===== config.mk =====
export PLATFORM = sky130hd
export DESIGN_NAME = dsp48a1_mac_seq
export DESIGN_NICKNAME = d
export VERILOG_FILES = /design/src/rtl/dsp48a1_mac_seq.sv
export SDC_FILE = /design/constraint.sdc
export NUM_CORES = 1
export LEC_CHECK = 0
export CAP_MARGIN = 20
export CORE_MARGIN = 1.5
export CORE_UTILIZATION = 45
export DETAILED_ROUTE_END_ITERATION = 8
export PLACE_DENSITY = 0.67
export SETUP_SLACK_MARGIN = 0.5
export SLEW_MARGIN = 20
export SYNTH_ARGS = -nofsm -noshare
export SYNTH_HDL_FRONTEND = slang
export SYNTH_SLANG_ARGS = --single-unit

===== constraint.sdc =====
create_clock -name CLK -period 23.7 [get_ports CLK]
set_input_delay 5.925 -clock CLK [delete_from_list [all_inputs] [get_ports CLK]]
set_output_delay 5.925 -clock CLK [all_outputs]
set_load 0.02 [all_outputs]

===== src/rtl/dsp48a1_mac_seq.sv =====
// Operand sequencer and dot-product collector for one DSP48A1 slice run as a MAC; result valid DSP_LAT+1 cycles after the last accept.
// Backpressure: in_ready stays low unless the result FIFO has room reserved for every vector end still inside the slice.
module dsp48a1_mac_seq #(
  parameter int DSP_LAT    = 4,
  parameter int OPMODE_DLY = 2,
  parameter int FIFO_DEPTH = 4
) (
  input  logic               CLK,
  input  logic               RST,
  input  logic               in_valid,
  output logic               in_ready,
  input  logic signed [17:0] in_a,
  input  logic signed [17:0] in_b,
  input  logic               in_last,
  output logic               out_valid,
  input  logic               out_ready,
  output logic signed [47:0] out_data,
  output logic [15:0]        out_count,
  output logic signed [17:0] dsp_a,
  output logic signed [17:0] dsp_b,
  output logic [7:0]         dsp_opmode,
  output logic               dsp_ce,
  output logic               dsp_rst,
  input  logic signed [47:0] dsp_p
);

  localparam int PW = $clog2(FIFO_DEPTH);
  localparam int CW = PW + 1;

  localparam logic [7:0] OP_FIRST = 8'h01;
  localparam logic [7:0] OP_ACCUM = 8'h09;
  localparam logic [7:0] OP_HOLD  = 8'h08;

  typedef struct packed {
    logic        vld;
    logic        last;
    logic [15:0] cnt;
  } tag_t;

  logic signed [17:0] r_dsp_a;
  logic signed [17:0] r_dsp_b;
  logic               r_dsp_rst;
  logic               r_first;
  logic [15:0]        r_elem_cnt;
  logic [7:0]         r_op  [0:OPMODE_DLY];
  // Stage 0 rides alongside dsp_a/dsp_b; stage DSP_LAT lines up with the finished P.
  tag_t               r_tag [0:DSP_LAT];

  logic signed [47:0] r_mem_data [FIFO_DEPTH];
  logic [15:0]        r_mem_cnt  [FIFO_DEPTH];
  logic [PW-1:0]      r_wr_ptr;
  logic [PW-1:0]      r_rd_ptr;
  logic [CW-1:0]      r_fifo_cnt;

  logic        w_acc;
  logic        w_push;
  logic        w_pop;
  logic        w_credit_ok;
  logic [7:0]  w_lasts;
  logic [7:0]  w_op_sel;
  logic [15:0] w_cnt_inc;
  tag_t        w_tag_in;

  always_comb begin
    w_lasts = 8'd0;
    for (int i = 0; i <= DSP_LAT; i++) begin
      if (r_tag[i].vld && r_tag[i].last) w_lasts = w_lasts + 8'd1;
    end
  end

  assign w_credit_ok = (32'(w_lasts) + 32'(r_fifo_cnt)) < 32'(FIFO_DEPTH);
  assign in_ready    = ~RST & ~r_dsp_rst & w_credit_ok;
  assign w_acc       = in_valid & in_ready;
  assign w_cnt_inc   = (r_elem_cnt == 16'hFFFF) ? 16'hFFFF : r_elem_cnt + 16'd1;
  assign w_op_sel    = !w_acc ? OP_HOLD : (r_first ? OP_FIRST : OP_ACCUM);

  always_comb begin
    w_tag_in      = '0;
    w_tag_in.vld  = w_acc;
    w_tag_in.last = w_acc & in_last;
    w_tag_in.cnt  = (w_acc & in_last) ? w_cnt_inc : 16'd0;
  end

  assign w_push = r_tag[DSP_LAT].vld & r_tag[DSP_LAT].last;
  assign w_pop  = out_valid & out_ready;

  always_ff @(posedge CLK) begin
    r_dsp_rst <= RST;
    if (RST) begin
      r_dsp_a    <= '0;
      r_dsp_b    <= '0;
      r_first    <= 1'b1;
      r_elem_cnt <= '0;
      for (int i = 0; i <= OPMODE_DLY; i++) r_op[i] <= OP_HOLD;
      for (int i = 0; i <= DSP_LAT; i++) r_tag[i] <= '0;
      r_wr_ptr   <= '0;
      r_rd_ptr   <= '0;
      r_fifo_cnt <= '0;
    end else begin
      r_dsp_a <= w_acc ? in_a : 18'sd0;
      r_dsp_b <= w_acc ? in_b : 18'sd0;
      if (w_acc) begin
        r_first    <= in_last;
        r_elem_cnt <= in_last ? 16'd0 : w_cnt_inc;
      end
      r_op[0] <= w_op_sel;
      for (int i = 1; i <= OPMODE_DLY; i++) r_op[i] <= r_op[i-1];
      r_tag[0] <= w_tag_in;
      for (int i = 1; i <= DSP_LAT; i++) r_tag[i] <= r_tag[i-1];
      if (w_push) r_wr_ptr <= r_wr_ptr + PW'(1);
      if (w_pop)  r_rd_ptr <= r_rd_ptr + PW'(1);
      case ({w_push, w_pop})
        2'b10:   r_fifo_cnt <= r_fifo_cnt + CW'(1);
        2'b01:   r_fifo_cnt <= r_fifo_cnt - CW'(1);
        default: r_fifo_cnt <= r_fifo_cnt;
      endcase
    end
  end

  always_ff @(posedge CLK) begin
    if (!RST && w_push) begin
      r_mem_data[r_wr_ptr] <= dsp_p;
      r_mem_cnt[r_wr_ptr]  <= r_tag[DSP_LAT].cnt;
    end
  end

  assign out_valid  = (r_fifo_cnt != '0);
  assign out_data   = out_valid ? r_mem_data[r_rd_ptr] : 48'sd0;
  assign out_count  = out_valid ? r_mem_cnt[r_rd_ptr] : 16'd0;
  assign dsp_a      = r_dsp_a;
  assign dsp_b      = r_dsp_b;
  assign dsp_opmode = r_op[OPMODE_DLY];
  assign dsp_ce     = 1'b1;
  assign dsp_rst    = r_dsp_rst;

endmodule


==> results.cfg, run 1 <==
[outcome]
status = finished, final reports clean

[yosys]
synth.cell_area_mm2 = 0.0151
synth_top_flop_cell = edfxtp_1
synth_compound_area_frac = 0.0382
syn_area_per_cell_um2 = 16.4
synth_xor_area_frac = 0.00983
seq_area_frac_synth = 0.714
yosys.area_share.simple = 0.104
synth.mux.area_fraction = 0.0979
synth_cell_types = 64
synth_top_family_by_area = simple AND/OR/NAND/NOR gates
ys_async_sr_fraction = 0
synth_cells = 922
yosys_warnings = 0
synth_edf_count = 256
synth-seq-cells = 412
synth_fa_ha_area_frac = 0.0104

[global_route]
grt_first_pass_wirelength_um = 43700
grtUsageTotal = 0.157
overflow = 0
grt_max_degree = 67
antenna_found_initial = 0
grt_pass1_vias = 8165

[floorplan]
num_rows = 66
die_h_um = 186
ios = 201
die-width_um = 186
start_util = 0.461
die_area_mm2 = 0.0348
design.core.area_mm2 = 0.0329

[cells_and_area]
drive_gt1_frac = 0.149
layout_common_cells = edfxtp_1, clkdlybuf4s50_1, dfxtp_1, nor2b_1, and2_1
final_nets = 1211
area_growth_pct = 23.9
nFillCells = 2616
final_common_cell = edfxtp_1
post-route-util = 0.571
diodes = 0
fin_area_mm2 = 0.0188

[route]
routed_wirelength_um = 27400
wl_per_cell_um = 17.3
viasPerCell = 5.12
first_pass_iters = 4
route.detailed.drc = 0
detailroute.via_count = 8109
initialDrtViolationCount = 418
final_antenna_net_count = 0

[placement]
io_buffers = 193
placed_cell_area_mm2 = 0.0174
dpl.hpwl_um = 15300
gp_congestion = 0.743

[critical_path]
crit_type = in2out
required_ns = 17.78
critPathArrivalTime_ns = 7.80
r2r-end = r_tag[0][12]
cp-start-kind = input pin
reg2reg_setup_slack_ns = 19.84
reg2regPathDepth = 15
cpPeakStageDelay_ns = 0.61
crit_fanout = 62
slowest_stage = clkdlybuf4s50_1
crit_chain = buf_4 -> or4_1 -> nor2_1 -> and3_1 -> clkdlybuf4s50_1
worst_setup_path_end_kind = output port
timing.rr.start = r_tag[0][17]

[timing]
hold_ws_ns = 0.390
final_max_slew_viol_count = 0
fin_crit_ns = 13.73
finalSetupViolations = 0
timing.final.hold_violations = 0
max-slew-margin-rel = 0.338
timing.final.crit_share = 0.579
clock_skew_ns = 0.0129
tns_ns = 0
rsz0062_at_grt = no
timing.fmax_ghz = 0.0728
worst_pin_slew_ns = 0.993

[clocking]
hold_buffers = 0
cts_sinks = 412
cts_repair_resize_count = 0
cts_root_buf = clkbuf_16
clk_pin_slew_ns = 0.06
cts_setup_buffers = 0
cts_tree = built
htree_levels = 2
ctsLongestPathBuffers = 3
cts_buffers = 42
clock_latency_ns = 0.53

[power_and_ir_drop]
leakagePower_uw = 0.00644
p_per_area_mw_per_mm2 = 76.3
ir_worst_vdd_uv = 57.8

[job]
cap_violations = 0

[hold_path]
hold_path_depth = 1
min_from = r_first
whs_endpoint = r_op[0][3]
worstHoldPathType = reg2reg
cells in the mapped netlist, types with 16 or more instances:
| cell type | number | area share |
|---|---|---|
| a21oi_1 | 22 | 0.0073 |
| and2_1 | 68 | 0.028 |
| and3_1 | 40 | 0.017 |
| clkbuf_1 | 36 | 0.0089 |
| dfxtp_1 | 156 | 0.21 |
| edfxtp_1 | 256 | 0.51 |
| mux4_2 | 64 | 0.095 |
| nand2_1 | 19 | 0.0047 |
| nor2_1 | 16 | 0.0040 |
| nor2b_1 | 73 | 0.030 |
per-layer routing:
layer,share of wire,wire (um),GRT usage
met1,0.46,12500,0.215
met2,0.46,12700,0.250
met3,0.065,1790,0.0387
met4,0.018,482,0.0435
met5,0,0,0
cell type report:
cell class,count,area (um2),share of cell area
Inverter,13,51.3,0.00273
Clock inverter,14,140,0.00747
Clock buffer,61,1210,0.0647
Multi-Input combinational cell,439,3990,0.213
Sequential cell,412,10800,0.576
Timing Repair Buffer,202,2000,0.106
Tap cell,442,553,0.0295
through the flow:
step                total power (uW)  setup WS [ns]  cells
floorplan                        790          10.94    927
global placement                 810           9.99   1508
detailed placement               811           9.99   1508
CTS                             1450           9.98   1583
global route                    1480           9.81   1583
finish                          1430           9.97   1583
where the power goes:
part / internal [uW] / switching [uW]
logic: 18.3 / 15.9
clock network: 378 / 258
registers: 761 / 0.939
critical path: cells and delay by family:
| kind | cells | cell delay, ns |
|---|---|---|
| buffers and inverters | 2 | 0.91 |
| AND/OR/NAND/NOR | 3 | 0.93 |
state kept, by name, summed over array words and instances, names as in the netlist, named ones only:
register / cells
dsp_a: 18
r_first: 1
r_op: 3
r_tag: 90
dsp_rst: 1
r_elem_cnt: 16
r_fifo_cnt: 3
r_mem_data: 192
dsp_b: 18
r_rd_ptr: 2
r_wr_ptr: 2
r_mem_cnt: 64
worst max path at each step:
stage               start        to  slack (ns)  depth (start not counted)
floorplan             RST  in_ready       10.94                          3
global placement      RST  in_ready        9.99                          5
detailed placement    RST  in_ready        9.99                          5
CTS                   RST  in_ready        9.98                          5
global route          RST  in_ready        9.81                          5
finish                RST  in_ready        9.97                          5
logic make-up after synthesis:
| kind of cell | Yosys count |
|---|---|
| AND/OR/NAND/NOR | 256 |
| adder cells (fa/ha/maj) | 12 |
| other | 2 |
| flip-flops | 412 |
| XOR/XNOR | 17 |
| buffers and inverters | 76 |
| AO/OA/AOI/OAI | 79 |
| multiplexers | 68 |
Power figures use the tool's default switching activity.
==> run 2, diff against run 1 <==
--- a/config.mk
+++ b/config.mk
@@ -9,7 +9,7 @@
 export CORE_MARGIN = 1.5
 export CORE_UTILIZATION = 45
 export DETAILED_ROUTE_END_ITERATION = 8
-export PLACE_DENSITY = 0.67
+export PLACE_DENSITY = 0.7
 export SETUP_SLACK_MARGIN = 0.5
 export SLEW_MARGIN = 20
 export SYNTH_ARGS = -nofsm -noshare
==> constraint.sdc (replaced) <==
create_clock -name CLK -period 11.6 [get_ports CLK]
set_input_delay 2.9 -clock CLK [delete_from_list [all_inputs] [get_ports CLK]]
set_output_delay 2.9 -clock CLK [all_outputs]
set_load 0.02 [all_outputs]
==> run 2 against run 1 <==
First-iteration DRC count grew 43%. Power increased by 100%. Register-to-register slack worse by 12 ns. Cell count is essentially flat. Critical path type unchanged. Routed wire length up 0.90%.
==> results.cfg, run 2 (synthesis results as in run 1) <==
[critical_path]
required_ns = 8.70
crit_fanout = 8
crit_type = in2out
critPathArrivalTime_ns = 4.53
reg2reg_setup_slack_ns = 7.75
reg2regPathDepth = 16
r2r-end = r_tag[0][12]
worst_setup_path_end_kind = output port
timing.rr.start = r_tag[0][17]
cp-start-kind = input pin

[cells_and_area]
drive_gt1_frac = 0.149
regMostFlops = r_mem_data
largest_reg_flops = 192
area_growth_pct = 23.8
top_regs = r_mem_data: 192 flops, r_tag: 90 flops, r_mem_cnt: 64 flops
final_cells = 1582
nFillCells = 2670
final_nets = 1209
diodes = 0
layout_common_cells = edfxtp_1, clkdlybuf4s50_1, dfxtp_1, nor2b_1, and2_1
final_common_cell = edfxtp_1

[route]
viasPerCell = 5.08
routed_wirelength_um = 27700
final_antenna_net_count = 0
initialDrtViolationCount = 597
detailroute.via_count = 8044
wl_per_cell_um = 17.5
first_pass_iters = 5
route.detailed.drc = 0

[power_and_ir_drop]
switchingPower_uw = 561
leakagePower_uw = 0.00644
p_per_area_mw_per_mm2 = 155
p_seq_frac = 0.535
p_int_uw = 2350
p_sw_frac = 0.193
pwr-share-clk = 0.441
ir_worst_vdd_uv = 102
pwr-share-comb = 0.024

[timing]
max-slew-margin-rel = 0.332
timing.final.crit_share = 0.640
worst_pin_slew_ns = 1.00
hold_ws_ns = 0.383
fin_crit_ns = 7.43
tns_ns = 0
finalSetupViolations = 0
rsz0062_at_grt = no
clock_skew_ns = 0.0192
final_max_slew_viol_count = 0
timing.fmax_ghz = 0.135
timing.final.hold_violations = 0

[placement]
gp_congestion = 0.742
dp.cells = 1508
io_buffers = 193
dpl.hpwl_um = 15900

[hold_path]
whs_endpoint = r_op[0][3]
min_from = r_first
worstHoldPathType = reg2reg
hold_path_depth = 1

[global_route]
grt_max_degree = 98
grt_pass1_vias = 8305
antenna_found_initial = 0
grt_first_pass_wirelength_um = 44300
overflow = 0
grtUsageTotal = 0.159

[clocking]
hold_buffers = 0
cts_root_buf = clkbuf_16
cts_sinks = 412
cts_repair_resize_count = 0
clock_latency_ns = 0.54
clk_pin_slew_ns = 0.06
htree_levels = 2
cts_setup_buffers = 0
cts_buffers = 40
cts_tree = built
ctsLongestPathBuffers = 3

[floorplan]
die-width_um = 186
ios = 201
start_util = 0.461
die_area_mm2 = 0.0348
die_h_um = 186
design.core.area_mm2 = 0.0329
num_rows = 66

[outcome]
status = finished, final reports clean

[job]
cap_violations = 0
[run 2: cell count changes in the layout (fill, tap and decap cells not counted)]
cell	previous run	this run
clkinv_1	4	0
clkinv_8	2	0
clkbuf_4	0	1
clkbuf_2	1	0
inv_16	0	2
clkbuf_1	10	13
clkinvlp_4	1	0
clkinv_2	5	7
bufinv_16	2	1
[run 2: area by class of cell]
| cell class | instances | area [um2] | area share |
|---|---|---|---|
| Multi-Input combinational cell | 439 | 3990 | 0.213 |
| Sequential cell | 412 | 10800 | 0.577 |
| Clock inverter | 10 | 105 | 0.00561 |
| Timing Repair Buffer | 202 | 2000 | 0.107 |
| Inverter | 13 | 51.3 | 0.00274 |
| Clock buffer | 64 | 1230 | 0.0656 |
| Tap cell | 442 | 553 | 0.0295 |
[run 2: power by group through the flow]
stage / sequential [uW] / clock (uW) / combinational (uW)
2_1_floorplan: 1590 / 0 / 20.9
3_3_place_gp: 1590 / 0 / 68.6
3_5_place_dp: 1590 / 0 / 69.6
4_1_cts: 1560 / 1320 / 70.1
5_1_grt: 1560 / 1370 / 75.0
6_report: 1560 / 1280 / 69.4
[run 2: worst max path at each step]
stage	from	to	slack, ns
2_1_floorplan	RST	r_mem_cnt[2][0]	2.96
3_3_place_gp	RST	in_ready	4.18
3_5_place_dp	RST	in_ready	4.15
4_1_cts	RST	in_ready	4.15
5_1_grt	RST	in_ready	4.09
6_report	RST	in_ready	4.17
[run 2: critical path, cell delays in order]
cell	delay [ns]
buf_4	0.15
or4_1	0.51
nor2_1	0.17
and3_1	0.18
clkdlybuf4s50_1	0.62
[run 2: stage by stage]
step	setup WS, ns	area [um2]	total power [uW]	utilization
finish	4.17	18700	2910	0.570
CTS	4.15	18700	2940	0.570
floorplan	2.96	15200	1610	-
global placement	4.18	17400	1660	0.530
detailed placement	4.15	17400	1660	0.530
global route	4.09	18700	3000	0.570
[run 2: routing by layer]
| layer | global-route usage | vias to the layer above | share of wire |
|---|---|---|---|
| met5 | 0 | - | 0 |
| met4 | 0.0444 | 0 | 0.019 |
| met3 | 0.0418 | 43 | 0.081 |
| met2 | 0.265 | 255 | 0.48 |
| met1 | 0.206 | 3955 | 0.42 |
| li1 | - | 3791 | - |
